## src/rtl/rv_isa_pkg.sv

```systemverilog
// Shared RV32I/RV64I decode constants: major opcodes and the immediate format code.
package rv_isa_pkg;

  localparam logic [6:0] OPC_R        = 7'b0110011;
  localparam logic [6:0] OPC_R_W      = 7'b0111011;
  localparam logic [6:0] OPC_I_LOAD   = 7'b0000011;
  localparam logic [6:0] OPC_I_ARTH   = 7'b0010011;
  localparam logic [6:0] OPC_I_ARTH_W = 7'b0011011;
  localparam logic [6:0] OPC_JALR     = 7'b1100111;
  localparam logic [6:0] OPC_LUI      = 7'b0110111;
  localparam logic [6:0] OPC_AUIPC    = 7'b0010111;
  localparam logic [6:0] OPC_S        = 7'b0100011;
  localparam logic [6:0] OPC_B        = 7'b1100011;
  localparam logic [6:0] OPC_J        = 7'b1101111;
  localparam logic [6:0] OPC_SYSTEM   = 7'b1110011;

  typedef enum logic [2:0] {
    FMT_R   = 3'd0,
    FMT_I   = 3'd1,
    FMT_S   = 3'd2,
    FMT_B   = 3'd3,
    FMT_U   = 3'd4,
    FMT_J   = 3'd5,
    FMT_Z   = 3'd6,
    FMT_ILL = 3'd7
  } imm_fmt_e;

  function automatic logic [31:0] sext12(input logic [11:0] v);
    return {{20{v[11]}}, v};
  endfunction

endpackage

```

## src/rtl/imm_gen_pipe_if.sv

```systemverilog
// Valid/ready instruction-in, immediate-out bus of the immediate generator.
interface imm_gen_pipe_if #(
  parameter int XLEN = 32
);
  logic            in_valid;
  logic            in_ready;
  logic [31:0]     in_inst;
  logic            out_valid;
  logic            out_ready;
  logic [XLEN-1:0] out_imm;
  logic [2:0]      out_fmt;
  logic            out_illegal;

  modport master (
    output in_valid, in_inst, out_ready,
    input  in_ready, out_valid, out_imm, out_fmt, out_illegal
  );

  modport slave (
    input  in_valid, in_inst, out_ready,
    output in_ready, out_valid, out_imm, out_fmt, out_illegal
  );
endinterface

```

## src/rtl/imm_decode.sv

```systemverilog
// Combinational immediate extraction and format classification of one instruction word.
module imm_decode
  import rv_isa_pkg::*;
#(
  parameter int XLEN = 32
) (
  input  logic [31:0]     inst,
  output logic [XLEN-1:0] imm,
  output imm_fmt_e        fmt
);

  localparam bit RV64 = (XLEN == 64);

  logic [31:0] imm32;
  logic [6:0]  opc;
  logic [2:0]  f3;

  assign opc = inst[6:0];
  assign f3  = inst[14:12];

  // Every immediate is a 32-bit value sign-extended from bit 31; zero-extended fields keep bit 31 clear.
  always_comb begin
    imm32 = 32'd0;
    fmt   = FMT_ILL;
    if (inst[1:0] != 2'b11) begin
      imm32 = 32'd0;
      fmt   = FMT_ILL;
    end else begin
      case (opc)
        OPC_R: fmt = FMT_R;
        OPC_R_W: begin
          if (RV64) fmt = FMT_R;
          else      fmt = FMT_ILL;
        end
        OPC_I_LOAD, OPC_JALR: begin
          fmt   = FMT_I;
          imm32 = sext12(inst[31:20]);
        end
        OPC_I_ARTH: begin
          fmt = FMT_I;
          if (f3[1:0] == 2'b01) imm32 = RV64 ? {26'd0, inst[25:20]} : {27'd0, inst[24:20]};
          else                  imm32 = sext12(inst[31:20]);
        end
        OPC_I_ARTH_W: begin
          if (RV64) begin
            fmt = FMT_I;
            if (f3[1:0] == 2'b01) imm32 = {27'd0, inst[24:20]};
            else                  imm32 = sext12(inst[31:20]);
          end else begin
            fmt = FMT_ILL;
          end
        end
        OPC_S: begin
          fmt   = FMT_S;
          imm32 = sext12({inst[31:25], inst[11:7]});
        end
        OPC_B: begin
          fmt   = FMT_B;
          imm32 = {{20{inst[31]}}, inst[7], inst[30:25], inst[11:8], 1'b0};
        end
        OPC_LUI, OPC_AUIPC: begin
          fmt   = FMT_U;
          imm32 = {inst[31:12], 12'd0};
        end
        OPC_J: begin
          fmt   = FMT_J;
          imm32 = {{12{inst[31]}}, inst[19:12], inst[20], inst[30:21], 1'b0};
        end
        OPC_SYSTEM: begin
          if (f3[2]) begin
            fmt   = FMT_Z;
            imm32 = {27'd0, inst[19:15]};
          end else begin
            fmt   = FMT_I;
            imm32 = sext12(inst[31:20]);
          end
        end
        default: begin
          fmt   = FMT_ILL;
          imm32 = 32'd0;
        end
      endcase
    end
  end

  assign imm = XLEN'($signed(imm32));

endmodule

```

## src/rtl/imm_gen_pipe.sv

```systemverilog
// Registered immediate generator: decode ahead of an output register plus one skid entry,
// with a saturating count of accepted illegal words.
module imm_gen_pipe
  import rv_isa_pkg::*;
#(
  parameter int XLEN  = 32,
  parameter int ERR_W = 8
) (
  input  logic             clk,
  input  logic             rst_n,
  imm_gen_pipe_if.slave    bus,
  input  logic             err_clr,
  output logic [ERR_W-1:0] err_cnt
);

  localparam logic [ERR_W-1:0] ERR_MAX = {ERR_W{1'b1}};

  logic [XLEN-1:0]  dec_imm;
  imm_fmt_e         dec_fmt;

  logic             out_valid_q, out_valid_d;
  logic [XLEN-1:0]  out_imm_q,   out_imm_d;
  imm_fmt_e         out_fmt_q,   out_fmt_d;
  logic             skid_valid_q, skid_valid_d;
  logic [XLEN-1:0]  skid_imm_q,  skid_imm_d;
  imm_fmt_e         skid_fmt_q,  skid_fmt_d;
  logic             in_ready_q,  in_ready_d;
  logic [ERR_W-1:0] err_cnt_q,   err_cnt_d;
  logic [ERR_W-1:0] err_base;
  logic             accept;
  logic             drain;

  imm_decode #(.XLEN(XLEN)) u_dec (
    .inst (bus.in_inst),
    .imm  (dec_imm),
    .fmt  (dec_fmt)
  );

  assign accept = bus.in_valid & in_ready_q;
  assign drain  = out_valid_q & bus.out_ready;

  // Output/skid steering; in_ready is registered from the next skid state so out_ready never reaches it.
  always_comb begin
    out_valid_d  = out_valid_q;
    out_imm_d    = out_imm_q;
    out_fmt_d    = out_fmt_q;
    skid_valid_d = skid_valid_q;
    skid_imm_d   = skid_imm_q;
    skid_fmt_d   = skid_fmt_q;
    if (skid_valid_q) begin
      if (drain) begin
        out_valid_d  = 1'b1;
        out_imm_d    = skid_imm_q;
        out_fmt_d    = skid_fmt_q;
        skid_valid_d = 1'b0;
      end else begin
        skid_valid_d = 1'b1;
      end
    end else if (!out_valid_q || drain) begin
      out_valid_d = accept;
      if (accept) begin
        out_imm_d = dec_imm;
        out_fmt_d = dec_fmt;
      end else begin
        out_imm_d = out_imm_q;
      end
    end else begin
      if (accept) begin
        skid_valid_d = 1'b1;
        skid_imm_d   = dec_imm;
        skid_fmt_d   = dec_fmt;
      end else begin
        skid_valid_d = 1'b0;
      end
    end
    in_ready_d = !skid_valid_d;

    // Clear applies before the increment, so clear plus an illegal word leaves 1.
    err_base = err_clr ? {ERR_W{1'b0}} : err_cnt_q;
    if (accept && (dec_fmt == FMT_ILL) && (err_base != ERR_MAX)) err_cnt_d = err_base + ERR_W'(1);
    else                                                          err_cnt_d = err_base;
  end

  // State registers with synchronous active-low reset.
  always_ff @(posedge clk) begin
    if (!rst_n) begin
      out_valid_q  <= 1'b0;
      out_imm_q    <= {XLEN{1'b0}};
      out_fmt_q    <= FMT_R;
      skid_valid_q <= 1'b0;
      skid_imm_q   <= {XLEN{1'b0}};
      skid_fmt_q   <= FMT_R;
      in_ready_q   <= 1'b1;
      err_cnt_q    <= {ERR_W{1'b0}};
    end else begin
      out_valid_q  <= out_valid_d;
      out_imm_q    <= out_imm_d;
      out_fmt_q    <= out_fmt_d;
      skid_valid_q <= skid_valid_d;
      skid_imm_q   <= skid_imm_d;
      skid_fmt_q   <= skid_fmt_d;
      in_ready_q   <= in_ready_d;
      err_cnt_q    <= err_cnt_d;
    end
  end

  assign bus.in_ready    = in_ready_q;
  assign bus.out_valid   = out_valid_q;
  assign bus.out_imm     = out_imm_q;
  assign bus.out_fmt     = out_fmt_q;
  assign bus.out_illegal = (out_fmt_q == FMT_ILL);
  assign err_cnt         = err_cnt_q;

endmodule

```

## src/flat_wrapper.sv

```systemverilog
// flat-port wrapper written by rule: the top's interface ports become plain ports
module imm_gen_pipe_flat import rv_isa_pkg::*;
#(
  parameter int XLEN  = 32,
  parameter int ERR_W = 8
)
  (clk, rst_n, err_clr, err_cnt, bus_in_valid, bus_in_inst, bus_out_ready, bus_in_ready, bus_out_valid, bus_out_imm, bus_out_fmt, bus_out_illegal);
  imm_gen_pipe_if #(.XLEN(XLEN)) bus_i ();
  input  logic clk;
  input  logic rst_n;
  input  logic err_clr;
  output logic [ERR_W-1:0] err_cnt;
  input wire logic [$bits(bus_i.in_valid)-1:0] bus_in_valid;
  input wire logic [$bits(bus_i.in_inst)-1:0] bus_in_inst;
  input wire logic [$bits(bus_i.out_ready)-1:0] bus_out_ready;
  output wire logic [$bits(bus_i.in_ready)-1:0] bus_in_ready;
  output wire logic [$bits(bus_i.out_valid)-1:0] bus_out_valid;
  output wire logic [$bits(bus_i.out_imm)-1:0] bus_out_imm;
  output wire logic [$bits(bus_i.out_fmt)-1:0] bus_out_fmt;
  output wire logic [$bits(bus_i.out_illegal)-1:0] bus_out_illegal;
  assign bus_i.in_valid = bus_in_valid;
  assign bus_i.in_inst = bus_in_inst;
  assign bus_i.out_ready = bus_out_ready;
  assign bus_in_ready = bus_i.in_ready;
  assign bus_out_valid = bus_i.out_valid;
  assign bus_out_imm = bus_i.out_imm;
  assign bus_out_fmt = bus_i.out_fmt;
  assign bus_out_illegal = bus_i.out_illegal;
  imm_gen_pipe #(.XLEN(XLEN), .ERR_W(ERR_W)) u_core (.clk(clk), .rst_n(rst_n), .bus(bus_i), .err_clr(err_clr), .err_cnt(err_cnt));
endmodule
```

## config.mk

```make
export PLATFORM = sky130hd
export DESIGN_NAME = imm_gen_pipe_flat
export DESIGN_NICKNAME = d
export VERILOG_FILES = /design/src/rtl/rv_isa_pkg.sv /design/src/rtl/imm_gen_pipe_if.sv /design/src/rtl/imm_decode.sv /design/src/rtl/imm_gen_pipe.sv /design/src/flat_wrapper.sv
export SDC_FILE = /design/constraint.sdc
export NUM_CORES = 1
export LEC_CHECK = 0
export CAP_MARGIN = 0
export CORE_ASPECT_RATIO = 1.4
export CORE_UTILIZATION = 55
export CTS_BUF_LIST = sky130_fd_sc_hd__clkbuf_2
export CTS_CLUSTER_SIZE = 8
export DETAILED_ROUTE_END_ITERATION = 10
export PLACE_DENSITY = 0.88
export SETUP_SLACK_MARGIN = 0.02
export SLEW_MARGIN = 15
export SYNTH_ARGS = -nofsm -noshare
export SYNTH_HDL_FRONTEND = slang
export SYNTH_SLANG_ARGS = --single-unit
```

## constraint.sdc

```tcl
create_clock -name clk -period 5.6 [get_ports clk]
set_input_delay 1.68 -clock clk [delete_from_list [all_inputs] [get_ports clk]]
set_output_delay 1.68 -clock clk [all_outputs]
set_load 0.01 [all_outputs]
```

Word-level counts from Yosys, hierarchy flattened
Index checks and enable logic that the tools add are counted.
{"block": "op_classes", "add_sub_neg": 1, "n_eq_ne": 16, "n_mux": 24, "n_bitwise": 4, "n_reduce_logical": 13}
{"cell": "$mux W32", "count": 7}
{"cell": "$pmux W32 S7", "count": 1}
{"cell": "$eq A7 B7 Y1 const B", "count": 4}
{"cell": "$eq A7 B6 Y1 const B", "count": 3}
{"cell": "$pmux W3 S7", "count": 1}
{"cell": "$mux W3", "count": 6}
{"cell": "$mux W8", "count": 2}
{"cell": "$eq A7 B5 Y1 const B", "count": 2}
{"cell": "$add A8 B1 Y8 const B", "count": 1}
{"cell": "$ne A8 B8 Y1 const B", "count": 1}
{"cell": "$eq A7 B2 Y1 const B", "count": 1}
{"cell": "$mux W1", "count": 7}
{"cell": "$eq A3 B3 Y1 const B", "count": 2}
{"cell": "$reduce_and A3 Y1", "count": 2}
{"cell": "$ne A2 B2 Y1 const B", "count": 2}
{"cell": "$reduce_bool A2 Y1", "count": 2}
{"cell": "$reduce_or A2 Y1", "count": 2}
{"cell": "$reduce_or A3 Y1", "count": 1}
{"cell": "$and A1 B1 Y1", "count": 2}
{"cell": "$eq A2 B1 Y1 const B", "count": 1}
{"cell": "$logic_and A1 B1 Y1", "count": 2}
{"cell": "$logic_not A1 Y1", "count": 2}
{"cell": "$not A1 Y1", "count": 2}
{"cell": "$reduce_and A2 Y1", "count": 1}
{"cell": "$logic_or A1 B1 Y1", "count": 1}
{"block": "word_totals", "regBits": 81, "inputBits": 37, "wordCells": 66}

Logic depth before layout (Yosys ltp)
Gate-level depths: netlist (run 1).
{"block": "logic_depth", "ltp_word": 8, "mapped_depth": 8, "ltp_nobuf": 7}

Hierarchy
From an unflattened synthesis (run 1), not the netlist that was laid out.
{"block": "unflattened", "cells_unflattened": 505, "area_unflattened_um2": 4106.4}
{"module": "imm_gen_pipe", "n_inst": 1, "cells_per_inst": 370, "area_per_inst_um2": 3298.2, "seq_area_each_um2": 1621.6}
{"module": "imm_decode", "n_inst": 1, "cells_per_inst": 135, "area_per_inst_um2": 808.3, "seq_area_each_um2": 0.0}

Worst setup path before layout (run 1)
Ideal clock, no wire load.
{"block": "synth_timing", "path_type": "input -> register", "startpoint": "input bus_in_inst[2]", "endpoint": "register u_core.err_cnt_q[5], in the netlist u_core.err_cnt[5]", "arrival_ps": 3065, "required_time_ps": 5541, "path_slack_ps": 2476, "stages": 6, "n_path_buf": 1, "cell_sequence": "buf_2 > and3b_1 > o211a_1 > or3_4 > or4_1 > nand2_1"}
{"block": "synth_between", "elab_chain_cells": 8, "word_cells_on_any_way": 18, "cone_classes": "11 x eq/ne; 3 x mux; 4 x reduce/logical"}
{"item": "from (decl)", "line_no": "flat_wrapper.sv:14", "text": "input wire logic [$bits(bus_i.in_inst)-1:0] bus_in_inst;"}
{"item": "$eq A7 B5 Y1 (tied with other cells)", "line_no": "imm_decode.sv:29", "text": "case (opc)"}
{"item": "$reduce_or A3 Y1 (no source line) / $reduce_or A2 Y1 (equally long branches)"}
{"item": "$pmux W3 S7 *", "line_no": "imm_decode.sv:29"}
{"item": "$mux W3 *", "line_no": "imm_decode.sv:25", "text": "if (inst[1:0] != 2'b11) begin"}
{"item": "$eq A3 B3 Y1 *", "line_no": "imm_gen_pipe.sv:80", "text": "if (accept && (dec_fmt == FMT_ILL) && (err_base != ERR_MAX)) err_cnt_d = err_base + ERR_W'(1);"}
{"item": "$logic_and A1 B1 Y1 * (2 in series)", "line_no": "imm_gen_pipe.sv:80"}
{"item": "$mux W8 *", "line_no": "imm_gen_pipe.sv:80"}
{"item": "to (signal assigned)", "line_no": "imm_gen_pipe.sv:94", "text": "err_cnt_q <= {ERR_W{1'b0}};"}
{"item": "to (signal assigned)", "line_no": "imm_gen_pipe.sv:103", "text": "err_cnt_q <= err_cnt_d;"}
{"item": "to (decl)", "line_no": "imm_gen_pipe.sv:28", "text": "logic [ERR_W-1:0] err_cnt_q, err_cnt_d;"}
Every way passes the cells marked *; elsewhere a longest branch is shown, timed or not.
A chain may end at the register's enable or synchronous reset.

Final worst setup path (run 1)
{"block": "layout_timing", "startpoint": "input bus_in_inst[2]", "endpoint": "register u_core.out_imm_q[28], in the netlist u_core.bus.out_imm[28]"}
{"block": "layout_between", "elab_chain_cells": 7, "word_cells_on_any_way": 16, "cone_classes": "9 x eq/ne; 5 x mux; 2 x reduce/logical"}
{"item": "$eq A7 B6 Y1 (tied with other cells)", "line_no": "imm_decode.sv:29"}
{"item": "$reduce_or A2 Y1", "line_no": "imm_decode.sv:29"}
{"item": "$pmux W32 S7 *", "line_no": "imm_decode.sv:29"}
{"item": "$mux W32 *", "line_no": "imm_decode.sv:25"}
{"item": "$mux W32 *", "line_no": "imm_gen_pipe.sv:61", "text": "if (accept) begin"}
{"item": "$mux W32 *", "line_no": "imm_gen_pipe.sv:59", "text": "end else if (!out_valid_q || drain) begin"}
{"item": "$mux W32 *", "line_no": "imm_gen_pipe.sv:50", "text": "if (skid_valid_q) begin"}
{"item": "to (signal assigned)", "line_no": "imm_gen_pipe.sv:88", "text": "out_imm_q <= {XLEN{1'b0}};"}
{"item": "to (signal assigned)", "line_no": "imm_gen_pipe.sv:97", "text": "out_imm_q <= out_imm_d;"}
{"item": "to (decl)", "line_no": "imm_gen_pipe.sv:22", "text": "logic [XLEN-1:0] out_imm_q, out_imm_d;"}
Every way passes the cells marked *; elsewhere a longest branch is shown, timed or not. The select of a mux whose other input is x is not followed.

==> results of run 1 <==
## state kept, by name, indices dropped and copies added, names as in the netlist
name / count
u_core.err_cnt: 8
u_core.skid_fmt_q: 3
u_core.bus.out_valid: 1
u_core.bus.in_ready: 1
u_core.bus.out_fmt: 3
u_core.bus.out_imm: 32
u_core.skid_valid_q: 1
u_core.skid_imm_q: 32
## routing by layer
metal | GRT usage | share of wire
met3 | 0.0592 | 0.074
met2 | 0.553 | 0.51
met5 | 0 | 0
met1 | 0.382 | 0.38
met4 | 0.154 | 0.029
## synth_stat cells (all sizes together) (5+ instances only)
cell type / n
o211ai: 31
nor2b: 6
a21oi: 46
buf: 12
clkbuf: 32
nand3: 22
a21boi: 16
nand2b: 5
nand4: 20
nor2: 25
a211oi: 5
a31oi: 12
dfxtp: 81
or3: 25
inv: 6
nand2: 67
o21ai: 40
## worst max-delay path: stages
cell and delay (ns):
clkdlybuf4s50_1 0.82, nor2_1 0.16, o21bai_1 0.20, nand3_1 0.09, buf_4 0.21, a21oi_1 0.80, a21oi_1 0.16
## cell type report
| class | count | area, um2 |
|---|---|---|
| timing repair buffer | 88 | 861 |
| fill | 568 | 1990 |
| sequential | 81 | 1620 |
| tap | 95 | 119 |
| clock buffer | 9 | 45.0 |
| inverter | 6 | 22.5 |
| multi-input combinational | 369 | 2140 |
| clock inverter | 7 | 141 |
## where the power goes
part,switching [W],internal [W],leakage [nW]
sequential,0.0000241,0.000613,0.661
clock,0.000217,0.000239,0.108
combinational,0.000134,0.000110,0.959
total,0.000375,0.000961,1.73
## logic make-up after synthesis
kind of cell,count (synthesis),synth area share
fa+ha+maj,1,0.00317
xor+xnor,2,0.00443
simple gates,195,0.253
buf+inv,50,0.0510
mux,1,0.00253
compound gates,170,0.275
flops,81,0.410
## per-stage QoR
stage / utilization / instances / hold WS [ns] / worst slack, ns / power [W]
3_5_place_dp: 0.687 / 639 / 0.464 / 1.43 / 0.000887
5_1_grt: 0.713 / 655 / 0.519 / 1.73 / 0.00138
3_3_place_gp: 0.687 / 639 / 0.448 / 1.47 / 0.000882
6_report: 0.713 / 655 / 0.487 / 1.90 / 0.00134
4_1_cts: 0.713 / 655 / 0.487 / 1.99 / 0.00133
2_1_floorplan: - / 500 / 0.441 / 2.48 / 0.000770
## worst min path at each step
stage,end,depth (start not counted),from
after floorplan,u_core.skid_imm_q[5],2,u_core.skid_imm_q[5]
after global placement,u_core.skid_imm_q[7],2,u_core.skid_imm_q[7]
after detailed placement,u_core.skid_imm_q[31],2,u_core.skid_imm_q[31]
after CTS,u_core.skid_imm_q[31],2,u_core.skid_imm_q[31]
after global routing,u_core.skid_imm_q[31],2,u_core.skid_imm_q[31]
final,u_core.skid_imm_q[31],2,u_core.skid_imm_q[31]
==> impl_metrics.csv, run 1 <==
group,metric,value,unit
yosys,synth_top_cell_area_share,0.410,
yosys,ys.flop_type,"dfxtp_1",
yosys,syn_area,3950,um2
yosys,synth_cell_type_count,50,
timing,drv_slew,0,
critical_path,cp_max_fo,18,
power_and_ir_drop,peakVddDrop,195,uV
route,ant_nets,0,
place,dp_hpwl,7850,um
yosys,yosysTopAreaCell,"dfxtp_1",
route,num_vias,4157,
power_and_ir_drop,leakage,1.73,nW
yosys,postSynthAreaPerCell,7.91,um2
clock_tree,h-tree-depth,3,
route,viasPerCell,6.35,
critical_path,r2r-start,"u_core.skid_valid_q",
floorplan,die-area,7530,um2
critical_path,cp-startpoint,"bus_in_inst[2]",
global_routing,antenna_found_initial,0,
critical_path,r2r_cells,4,
route,wl,11600,um
clock_tree,clock-sinks,81,
finish,drive_gt1_frac,0.0554,
clock_tree,cts_tree,"done",
timing,hold_viol,0,
route,drcViolationCount,0,
yosys,synth_warnings,0,
floorplan,num_io_pins,83,
clock_tree,insertion_delay,0.58,ns
clock_tree,clk_pin_slew,0.20,ns
place,gp_congestion,0.898,
yosys,ys_seq_area_frac,0.410,
critical_path,worstSetupEndpoint,"u_core.bus.out_imm[28]",
floorplan,dieHeight,102,um
route,firstDrtPassIters,5,
critical_path,crit_arrival,4.12,ns
place,placed_cell_area,4760,um2
power_and_ir_drop,p_per_area,270,nW/um2
yosys,synth.area.top_cells,"dfxtp_1 41%, nand2_1 6.4%, o211ai_1 5.9%",
yosys,ys_ff_latch,81,
place,port_buffers,82,
yosys,syn-num-nets,538,
timing,period_minus_slack,3.70,ns
global_routing,grt_max_degree,58,
timing,skew,0.0316,ns
timing,slew-limit-headroom,0.311,
timing,rsz0062_at_grt,"no",
finish,antenna_cells,0,
yosys,synth-edff-count,0,
clock_tree,cts_hold_buf,0,
outcome,status,"finished, final reports clean",
critical_path,required,6.02,ns
critical_path,end_kind,"register",
floorplan,die_w,73.6,um
finish,layout_common_cells,"81 x clkdlybuf4s50_1, 81 x dfxtp_1, 67 x nand2_1, 44 x a21oi_1, 40 x o21ai_0",
run,drv_cap,0,
clock_tree,postCtsSetupBuffers,0,
finish,fin_nets,593,
global_routing,grt_first_pass_wirelength,18600,um
clock_tree,cts-resized-gates,0,
global_routing,grt_overflow_total,0,
finish,area_growth,25.2,%
critical_path,worstReg2RegEnd,"u_core.bus.out_imm[28]",
floorplan,start_util,0.570,
timing,tightest_slew,1.03,ns
timing,tns,0,ns
floorplan,coreArea,6940,um2
critical_path,crit_type,"in -> reg",
yosys,synth-async-reset-ratio,0,
clock_tree,clock_path_buffers,2,
timing,setup_violations,0,
clock_tree,root_buffer,"clkbuf_2",
floorplan,rows,36,
finish,final_area,4950,um2
yosys,synthCells,500,
critical_path,regToRegSetupSlack,2.79,ns
critical_path,critPathLaunchType,"input pin",
timing,min_period_over_period,0.662,
timing,fmax,0.270,GHz
route,dr.first_iter.drc_count,416,
global_routing,grt_pass1_vias,3899,
global_routing,grt.total_usage,0.322,
min_path,hold_path_class,"reg -> reg",
clock_tree,numCtsBuffers,9,
route,post_drt_wl_per_cell,17.7,um
No activity file was read; power rests on OpenSTA's default activity.
==> inputs of run 2 (changes only) <==
CORE_UTILIZATION = 53   (was 55)
PLACE_DENSITY = 0.86   (was 0.88)
clock period = 3.6 ns   (was 5.6 ns; I/O delays follow)
==> run 2 against run 1 <==
Net effect:
- sequential power increased by 55%
- worst setup slack got worse by 1.0 ns
- hold slack worse by 0.0015 ns
- global-route usage is 1.8 points lower
- register-to-register slack got worse by 1.6 ns
- core utilization down 1.3 points
- clock skew down 0.010 ns
- non-clock buffer count up 11
- first-iteration DRC count shrank 21%
- via count up 1.6%
- sequential share of layout area barely moved
- final cell count rose by 1.7%
- critical path type is now reg -> out
- critical endpoint is now bus_out_illegal
- largest cell class unchanged
==> impl_metrics.csv, run 2 (same netlist as run 1, synthesis figures left out) <==
group,metric,value,unit
timing,slew-limit-headroom,0.327,
finish,layout_common_cells,"81 x clkdlybuf4s50_1, 81 x dfxtp_1, 67 x nand2_1, 44 x a21oi_1, 40 x o21ai_0",
route,firstDrtPassIters,5,
floorplan,start_util,0.559,
global_routing,antenna_found_initial,0,
clock_tree,cts_tree,"done",
timing,tns,0,ns
clock_tree,clock-sinks,81,
timing,skew,0.0213,ns
clock_tree,insertion_delay,0.55,ns
timing,fin_hold_ws,0.486,ns
timing,tightest_slew,1.01,ns
power_and_ir_drop,finalPower,0.00185,W
run,drv_cap,0,
clock_tree,h-tree-depth,3,
critical_path,cp_max_fo,3,
floorplan,die_w,75.0,um
floorplan,rows,36,
critical_path,path_buf_inv,1,
timing,min_period_over_period,0.758,
global_routing,grt.total_usage,0.303,
route,num_vias,4222,
place,placed_cell_area,4840,um2
critical_path,crit_arrival,1.65,ns
route,post_drt_wl_per_cell,17.6,um
finish,fin_nets,604,
floorplan,coreArea,7070,um2
timing,fmax,0.366,GHz
critical_path,end_kind,"primary output",
critical_path,worstSetupEndpoint,"bus_out_illegal",
clock_tree,cts-resized-gates,0,
floorplan,num_io_pins,83,
place,gp_congestion,0.938,
min_path,hp-start,"u_core.skid_imm_q[7]",
finish,final_area,4950,um2
critical_path,worstReg2RegEnd,"u_core.skid_imm_q[18]",
critical_path,r2r-start,"u_core.skid_valid_q",
timing,setup_violations,0,
outcome,status,"finished, final reports clean",
critical_path,cp-startpoint,"u_core.bus.out_fmt[0]",
finish,drive_gt1_frac,0.0683,
global_routing,grt_pass1_vias,3802,
timing,rsz0062_at_grt,"no",
place,port_buffers,82,
finish,area_growth,25.3,%
route,drcViolationCount,0,
global_routing,grt_overflow_total,0,
critical_path,crit_slowest_cell,"clkdlybuf4s50_1",
critical_path,r2r_cells,5,
power_and_ir_drop,leakage,1.74,nW
clock_tree,clk_pin_slew,0.22,ns
clock_tree,numCtsBuffers,9,
critical_path,path_cells,"and3_1 > clkdlybuf4s50_1",
clock_tree,cts_hold_buf,0,
clock_tree,clock_path_buffers,2,
clock_tree,postCtsSetupBuffers,0,
critical_path,max_stage_delay,0.54,ns
critical_path,crit_cells,2,
critical_path,required,2.52,ns
route,dr.first_iter.drc_count,330,
critical_path,critPathLaunchType,"register",
clock_tree,root_buffer,"clkbuf_2",
global_routing,grt_first_pass_wirelength,18300,um
finish,n_fill_cell,610,
power_and_ir_drop,peakVddDrop,257,uV
timing,hold_viol,0,
floorplan,dieHeight,104,um
critical_path,regToRegSetupSlack,1.18,ns
timing,period_minus_slack,2.73,ns
finish,fin_util,0.700,
route,viasPerCell,6.34,
power_and_ir_drop,p_per_area,375,nW/um2
min_path,hold_path_class,"reg -> reg",
critical_path,crit_family,"buffers and inverters",
place,dp_hpwl,8110,um
global_routing,grt_max_degree,80,
timing,drv_slew,0,
finish,antenna_cells,0,
route,ant_nets,0,
floorplan,die-area,7810,um2
critical_path,crit_type,"reg -> out",
route,wl,11700,um
run 2: cell count changes in the layout (fill, tap and decap cells not counted):
cell | before | now
buf_4 | 6 | 17
bufinv_16 | 4 | 1
clkinv_1 | 0 | 3
clkinv_2 | 2 | 0
clkbuf_2 | 9 | 10
clkinvlp_4 | 0 | 1
inv_6 | 0 | 1
inv_8 | 1 | 0
run 2: per-stage QoR:
stage	setup slack, ns	instances
final	0.870	666
after floorplan	1.08	500
after global routing	0.710	666
after detailed placement	0.326	650
after CTS	0.852	666
after global placement	0.354	650
run 2: layer usage:
metal,global-route usage,up-vias,part of all wire
met5,0,-,0
met4,0.167,0,0.045
met3,0.0388,49,0.064
met2,0.505,204,0.51
met1,0.365,1993,0.38
li1,-,1976,-
run 2: tightest hold or removal path, stage by stage, from the launching register on:
cell and delay (ns):
dfxtp_1 0.36, nand2_1 0.05, a21boi_0 0.06
run 2: cell type report:
| class | count | area [um2] | area share |
|---|---|---|---|
| sequential | 81 | 1620 | 0.327 |
| multi-input combinational | 369 | 2140 | 0.432 |
| timing repair buffer | 99 | 943 | 0.191 |
| clock inverter | 6 | 57.6 | 0.0116 |
| clock buffer | 10 | 50.0 | 0.0101 |
| tap | 95 | 119 | 0.0240 |
| inverter | 6 | 22.5 | 0.00455 |
run 2: worst min-delay path by stage:
stage | end | slack (ns) | cells after the start
3_3_place_gp | u_core.skid_imm_q[5] | 0.45 | 2
2_1_floorplan | u_core.skid_imm_q[5] | 0.44 | 2
5_1_grt | u_core.bus.out_fmt[1] | 0.52 | 2
4_1_cts | u_core.skid_imm_q[31] | 0.48 | 2
6_report | u_core.skid_imm_q[7] | 0.49 | 2
3_5_place_dp | u_core.skid_imm_q[31] | 0.46 | 2
run 2: where the power goes:
group | internal, W | total, W | switching, W
sequential | 0.000953 | 0.000988 | 0.0000353
combinational | 0.000180 | 0.000393 | 0.000213
clock | 0.000159 | 0.000474 | 0.000315
total | 0.00129 | 0.00185 | 0.000564
